`config.mk`:
```
export PLATFORM = sky130hd
export DESIGN_NAME = sd_resp_rx
export DESIGN_NICKNAME = d
export VERILOG_FILES = /design/src/rtl/sd_pkg.sv /design/src/rtl/crc7_serial.sv /design/src/rtl/sd_resp_rx.sv
export SDC_FILE = /design/constraint.sdc
export NUM_CORES = 1
export LEC_CHECK = 0
export CAP_MARGIN = 5
export CORE_MARGIN = 5
export CORE_UTILIZATION = 57
export CTS_BUF_LIST = sky130_fd_sc_hd__clkbuf_16
export CTS_CLUSTER_DIAMETER = 120
export DETAILED_ROUTE_END_ITERATION = 10
export PLACE_DENSITY = 0.83
export SETUP_SLACK_MARGIN = 0.5
export SLEW_MARGIN = 10
export SYNTH_ARGS = -nofsm -noshare
export SYNTH_HDL_FRONTEND = slang
export SYNTH_SLANG_ARGS = --single-unit
export TNS_END_PERCENT = 10
```
`constraint.sdc`:
```
create_clock -name clk -period 6.23 [get_ports clk]
set_input_delay 1.246 -clock clk [delete_from_list [all_inputs] [get_ports clk]]
set_output_delay 1.246 -clock clk [all_outputs]
set_load 0.005 [all_outputs]
```
`src/rtl/sd_pkg.sv`:
```
// Shared definitions for the SD command-line response path: CRC7 polynomial,
// response frame bit positions and the receiver state encoding.
package sd_pkg;

  localparam logic [6:0] CRC7_POLY = 7'h09;  // x^7 + x^3 + 1

  localparam int unsigned START_BIT = 47;
  localparam int unsigned TX_BIT    = 46;
  localparam int unsigned INDEX_HI  = 45;
  localparam int unsigned INDEX_LO  = 40;
  localparam int unsigned ARG_HI    = 39;
  localparam int unsigned ARG_LO    = 8;
  localparam int unsigned CRC_HI    = 7;
  localparam int unsigned CRC_LO    = 1;
  localparam int unsigned END_BIT   = 0;

  typedef enum logic [1:0] {
    StIdle,
    StWaitStart,
    StRecv,
    StDone
  } rx_state_e;

  function automatic logic [6:0] crc7_step(input logic [6:0] crc, input logic bit_in);
    logic fb;
    fb = crc[6] ^ bit_in;
    return {crc[5:0], 1'b0} ^ (fb ? CRC7_POLY : 7'h00);
  endfunction

endpackage

```
`src/rtl/crc7_serial.sv`:
```
// Bit-serial CRC7 (x^7 + x^3 + 1), one bit per enabled cycle. Asserting clear
// together with enable folds the first bit into a zeroed register.
module crc7_serial
  import sd_pkg::*;
(
  input  logic       clk,
  input  logic       reset,
  input  logic       clear,
  input  logic       enable,
  input  logic       bit_in,
  output logic [6:0] crc
);

  logic [6:0] crc_q;
  logic [6:0] base;

  always_comb base = clear ? 7'h00 : crc_q;

  always_ff @(posedge clk or negedge reset) begin
    if (!reset) begin
      crc_q <= 7'h00;
    end else if (enable) begin
      crc_q <= crc7_step(base, bit_in);
    end else if (clear) begin
      crc_q <= 7'h00;
    end
  end

  assign crc = crc_q;

endmodule

```
`src/rtl/sd_resp_rx.sv`:
```
// SD command-line response receiver: waits for the start bit (with timeout),
// shifts in a 48-bit frame MSB-first and checks CRC7 and framing bits.
module sd_resp_rx
  import sd_pkg::*;
#(
  parameter int unsigned FRAME_BITS     = 48,
  parameter int unsigned TIMEOUT_CYCLES = 64
) (
  input  logic        clk,
  input  logic        reset,
  input  logic        start,
  input  logic        check_crc,
  input  logic        cmd_in,
  output logic        busy,
  output logic        done,
  output logic [5:0]  resp_index,
  output logic [31:0] resp_arg,
  output logic [6:0]  crc_rx,
  output logic [6:0]  crc_calc,
  output logic        crc_error,
  output logic        frame_error,
  output logic        timeout
);

  localparam int unsigned CntW = (TIMEOUT_CYCLES > 2) ? $clog2(TIMEOUT_CYCLES) : 1;
  localparam int unsigned IdxW = $clog2(FRAME_BITS);

  rx_state_e             state_q, state_d;
  logic [CntW-1:0]       wait_q, wait_d;
  logic [IdxW-1:0]       idx_q, idx_d;
  logic [FRAME_BITS-1:0] shift_q, shift_d;
  logic                  chk_q, chk_d;
  logic                  vld_q, vld_d;
  logic                  tmo_q, tmo_d;
  logic                  crc_clear, crc_en;
  logic [6:0]            crc_val;

  crc7_serial u_crc (
    .clk    (clk),
    .reset  (reset),
    .clear  (crc_clear),
    .enable (crc_en),
    .bit_in (cmd_in),
    .crc    (crc_val)
  );

  always_comb begin
    state_d   = state_q;
    wait_d    = wait_q;
    idx_d     = idx_q;
    shift_d   = shift_q;
    chk_d     = chk_q;
    vld_d     = vld_q;
    tmo_d     = tmo_q;
    crc_clear = 1'b0;
    crc_en    = 1'b0;
    unique case (state_q)
      StIdle: begin
        if (start) begin
          state_d = StWaitStart;
          wait_d  = '0;
          chk_d   = check_crc;
          vld_d   = 1'b0;
          tmo_d   = 1'b0;
        end
      end
      StWaitStart: begin
        if (!cmd_in) begin
          // Start bit is frame bit 47: it enters both the shifter and the CRC.
          state_d   = StRecv;
          shift_d   = {shift_q[FRAME_BITS-2:0], cmd_in};
          idx_d     = IdxW'(START_BIT - 1);
          crc_clear = 1'b1;
          crc_en    = 1'b1;
        end else if (wait_q == CntW'(TIMEOUT_CYCLES - 1)) begin
          state_d = StDone;
          tmo_d   = 1'b1;
        end else begin
          wait_d = wait_q + 1'b1;
        end
      end
      StRecv: begin
        shift_d = {shift_q[FRAME_BITS-2:0], cmd_in};
        crc_en  = (idx_q >= IdxW'(ARG_LO));
        if (idx_q == '0) begin
          state_d = StDone;
          vld_d   = 1'b1;
        end else begin
          idx_d = idx_q - 1'b1;
        end
      end
      StDone: begin
        state_d = StIdle;
      end
      default: begin
        state_d = StIdle;
      end
    endcase
  end

  always_ff @(posedge clk or negedge reset) begin
    if (!reset) begin
      state_q <= StIdle;
      wait_q  <= '0;
      idx_q   <= '0;
      shift_q <= '0;
      chk_q   <= 1'b0;
      vld_q   <= 1'b0;
      tmo_q   <= 1'b0;
    end else begin
      state_q <= state_d;
      wait_q  <= wait_d;
      idx_q   <= idx_d;
      shift_q <= shift_d;
      chk_q   <= chk_d;
      vld_q   <= vld_d;
      tmo_q   <= tmo_d;
    end
  end

  assign busy       = (state_q != StIdle);
  assign done       = (state_q == StDone);
  assign resp_index = shift_q[INDEX_HI:INDEX_LO];
  assign resp_arg   = shift_q[ARG_HI:ARG_LO];
  assign crc_rx     = shift_q[CRC_HI:CRC_LO];
  assign crc_calc   = crc_val;
  assign timeout    = tmo_q;

  // Flags are gated by vld_q, which is only set by a completed frame and is
  // cleared when the next start is accepted, so a timeout reports them as 0.
  assign crc_error   = vld_q & chk_q & (shift_q[CRC_HI:CRC_LO] != crc_val);
  assign frame_error = vld_q & (shift_q[START_BIT] | shift_q[TX_BIT] | ~shift_q[END_BIT]);

endmodule

```
* After elaboration in Yosys (flattened, before gate mapping)
Cells that the tools add are included.
** Word-level totals
- Flip-flop bits (word level) :: 72
- Input port bits :: 5
- Logic and storage cells :: 71
** Cells by class
- Equality and inequality tests :: 13
- Bitwise gates (word level) :: 8
- Reduce and logical (&&, ||, !) cells :: 13
- $add $sub $neg :: 2
- $lt $le $gt $ge :: 1
- Multiplexer cells :: 26
** Operators with widths (count)
- 48-bit case mux with 2 select lines :: 1
- 48-bit two-way mux :: 1
- 6-bit two-way mux :: 5
- 6-bit case mux with 2 select lines :: 2
- 7-bit two-way mux :: 2
- 2-bit inequality test, second input constant :: 7
- 3-bit AND reduction :: 3
- 2-bit two-way mux :: 4
- 2-bit case mux with 4 select lines :: 1
- 4-bit AND reduction :: 2
- 2-bit nonzero test :: 4
- 7-bit inequality test :: 1
- 7-bit XOR :: 1
- 6-bit by 1-bit adder with 6-bit output, second input constant :: 1
- 6-bit equality test, second input constant :: 1
- 6-bit by 4-bit >= comparator with 1-bit output, second input constant :: 1
- 6-bit zero test :: 1
- 1-bit two-way mux :: 6
- 1-bit case mux with 2 select lines :: 3
- 6-bit by 1-bit subtractor with 6-bit output, second input constant :: 1
- 2-bit equality test, second input constant :: 2
- 4-bit two-way mux :: 1
- 2-bit AND reduction :: 2
- 1-bit bitwise AND :: 3
- 6 further kinds :: 7

* Depth between registers and ports, before layout
- Depth in word-level cells :: 7
- Mapped depth :: 8

* By module
Synthesis repeated with hierarchy kept, for this count alone.
** Second synthesis, totals
- Cell total of the unflattened synthesis :: 320
- Area, all modules :: 3713.6 µm²
** Modules (own cells, without submodules)
- sd_resp_rx :: instances 1, area each 3382.0 µm², cells an instance 289, seq. area each 1626.6 µm²
- crc7_serial :: instances 1, area each 331.6 µm², cells an instance 31, seq. area each 175.2 µm²

* Worst setup path before layout
No wires, ideal clock.
- Path type :: input to register
- Start point :: input port cmd_in
- End point :: register shift_q[10]
- Cell stages on the path :: 6
- Setup slack :: 3.617 ns
- Arrival :: 2.488 ns
- Setup time :: 0.125 ns
- Path buffers :: 3
- Cell sequence :: buf_4 -> nand2_1 -> and2_1 -> buf_2 -> buf_2 -> mux2_2
** Between the ends
- Longest elaborated chain between the ends :: 2
** RTL lines
- start: declaration :: line sd_resp_rx.sv:13 : input logic cmd_in,
- 2-bit inequality test (no line)
- 2-bit AND reduction (no line)
- end signal: assignment :: line sd_resp_rx.sv:114 : shift_q <= shift_d;
- end: declaration :: line sd_resp_rx.sv:31 : logic [FRAME_BITS-1:0] shift_q, shift_d;
No other way between the ends.
A chain may end at the register's enable or synchronous reset.

* Final worst setup path
- Start point :: input port cmd_in
- End point :: register shift_q[4]
The elaborated chain is that of the path after synthesis.

==> impl_results.md <==
* Outcome: completed
* CTS tree: done
* GRT overflow at 0
* Worst-Skew Late Latency at between 0.3 and 0.4 ns
* Most frequent cells in the layout: 72 x dfrtp_1, 60 x clkdlybuf4s50_1, 50 x mux2_2
* Net Count, Synth at around 330
* CP Launch Point: cmd_in
* Detailed Place HPWL at 4560 um
* Final Max Slew Viols at 0
* R2R Setup Slk at roughly 3.5 ns
* Crit path to: shift_q[4]
* Rel. slew slack at 30.1%
* Post-Place Worst Slack at around 2.6 ns
* N_diodes at 0
* Startpoint Class: primary input
* Drt wl/cell at about 16 um
* CTS Buffer Depth at 2
* Postcts setup bufs at 0
* Part of the Yosys area used for sequential elements at approximately 50%
* Synthesized instance count at ~310
* Clk root buf: clkbuf_16
* WP data required at between 6 and 7 ns
* Max Clock Skew at 0.00510 ns
* Die area at approximately 0.008 mm^2
* DIE HEIGHT at ~90 um
* Seq pwr share at between 30% and 40%
* EDFF count, synth at 0
* Final Util at about two thirds
* Final nets at roughly 340
* Area of the core at 0.00628 mm^2
* Tmin final at 3.30 ns
* Worst Path Arrival at 3.50 ns
* Yosys warning total at 0
* Area grow syn2layout at 16.8%
* Leak Pwr at around 1.9 nW
* Final hold vios at 0
* Resize count post-CTS at 0
* Hold Slack at 0.528 ns
* Die span in x at approximately 90 um
* Ports at 62
* FF-to-FF Start: state_q[1]
* Fill cells at 440
* Initial DRC count at ~120
* Post-Layout Cell Count at 413
* First-pass GRT wire length at around 11000 um
* Post-route setup TNS at 0 ns
* Reg2reg end: shift_q[4]
* Period utilization at 52.9%
* Commonest non-fill, non-tap cell in the layout: dfrtp_1
* TritonCTS Sinks at 72
* Final Cell Area at ~0.0042 mm^2
* Top fanout value on the critical path at 47
* Sw Ratio at 34.0%
* Vias per std cell at approximately 5.6
* Port buffer count at 61
* Critical path endpoint category: flip-flop
* Net Switching at just over 700 uW
* Gate power share at about two fifths
* RePlAce Congestion at about 0.89
* Clock Pin Slew Worst Setup and Hold Paths at ~0.06 ns
* Tot Pwr at between 2 and 2.5 mW
* Hold Buf Count CTS at 0
* Max-cap violations at 0
* RSZ-0062 raised after global routing: no
* Seq cells post-synth at 72
* R2R cell count at 5
* Number of CTS-inserted buffers at 9
* Placed insts at 397
* Hold Crit Class: flip-flop to flip-flop
* Worst slew pin tran at about 1.0 ns
* Setup CP Type: primary input to flip-flop
* Final setup violating endpoints at 0
* Internal power at 1.38 mW
* Max VDD drop at 0.333 mV
* GRT Util Overall at 18.0%
* Initial core utilization at 57.6%
* Placement-stage cell area at approximately 0.0039 mm^2
* Mapped Avg Cell Area at roughly 12 um^2
* # rows at 29
* Pin count of the biggest net entering global routing at 73
* Total routed wirelength at between 6000 and 7000 um
* Clock power share at 24.2%
* FMAX at about 0.30 GHz
* Vias in the first global route at around 2300
* Worst setup margin at roughly 3 ns
* Post-DRT Antenna Nets at 0
* H-tree depth at 3
* Layout cells sized above 1 at between 20 and 25%
* Dominant synthesized flop cell: dfrtp_1
* Yosys cell types at 45
* Async SR Flop Fraction at 100%
* TritonRoute pass-1 iters at 4
* Initial antenna violation count at 0
* Residual DRC at 0
* Pwr Density at around 500 mW/mm^2
* Mapped cell area at ~0.0036 mm^2
* Vias at 2312
worst min-delay path by stage:
stage | start | end | slack, ns | cells past startpoint
final | shift_q[35] | shift_q[35] | 0.53 | 1
after global routing | shift_q[35] | shift_q[35] | 0.55 | 1
after CTS | shift_q[35] | shift_q[35] | 0.53 | 1
after detailed placement | shift_q[47] | shift_q[47] | 0.52 | 1
after global placement | chk_q | chk_q | 0.49 | 1
after floorplan | chk_q | chk_q | 0.48 | 1
logic make-up after synthesis:
group,Yosys count,share of synthesized area (%)
XOR/XNOR,9,2.18
multiplexers,53,16.4
buffers and inverters,62,11.8
AND/OR/NAND/NOR,71,10.1
adder cells (fa/ha/maj),8,2.77
AO/OA/AOI/OAI,38,6.89
flip-flops,72,49.8
cell usage after synthesis, types with 2 or more instances:
cell	count	area (um^2)
dfrtp_1	72	1800
nor3_1	3	15.0
inv_1	7	26.3
nor2_1	7	26.3
or2_2	2	12.5
nor2b_1	2	12.5
mux2_2	50	563
ha_1	8	100
a41oi_1	2	17.5
xnor2_1	5	43.8
nand3_1	11	55.1
or3_1	5	31.3
a21oi_1	12	60.1
a211oi_1	2	15.0
nor4_1	3	18.8
clkbuf_1	2	7.51
buf_2	5	25.0
a211o_1	2	17.5
and2_1	2	12.5
and3_1	2	12.5
mux2i_1	3	30.0
nand2_1	25	93.8
xor2_1	4	35.0
nand2b_1	2	12.5
buf_6	2	22.5
buf_4	46	345
o21ai_0	9	45.0
registers in the layout (all words and copies together), names as in the netlist:
register	flops
vld_q	1
u_crc.crc	7
wait_q	6
shift_q	48
idx_q	6
chk_q	1
timeout	1
state_q	2
cell type report:
| cell class | count | area [um^2] | area share [%] |
|---|---|---|---|
| inverters | 7 | 26.3 | 0.622 |
| flip-flops and latches | 72 | 1800 | 42.7 |
| well taps | 77 | 96.3 | 2.28 |
| clock inverters | 7 | 72.6 | 1.72 |
| multi-input cells | 179 | 1390 | 32.9 |
| clock buffers | 9 | 225 | 5.33 |
| repair buffers | 62 | 613 | 14.5 |
critical path, stage by stage:
cell and delay [ns]:
clkdlybuf4s50_1 0.58, nand2_1 0.32, and2_2 0.90, mux2_2 0.43
power groups by stage:
stage                     Combinational [mW]  Clock [mW]  Sequential (mW)
after CTS                              0.858       0.515            0.736
final                                  0.850       0.507            0.735
after floorplan                        0.677           0            0.702
after global placement                 0.825           0            0.734
after detailed placement               0.852           0            0.742
after global routing                   0.932       0.538            0.756
metal layers:
metal	vias to the layer above	routed length [um]	GRT usage (%)
li1	1095	-	-
met1	1145	2850	23.8
met2	63	3260	28.4
met3	9	395	3.47
met4	0	101	8.80
met5	-	0	0
(Power assumes the default switching activity.)
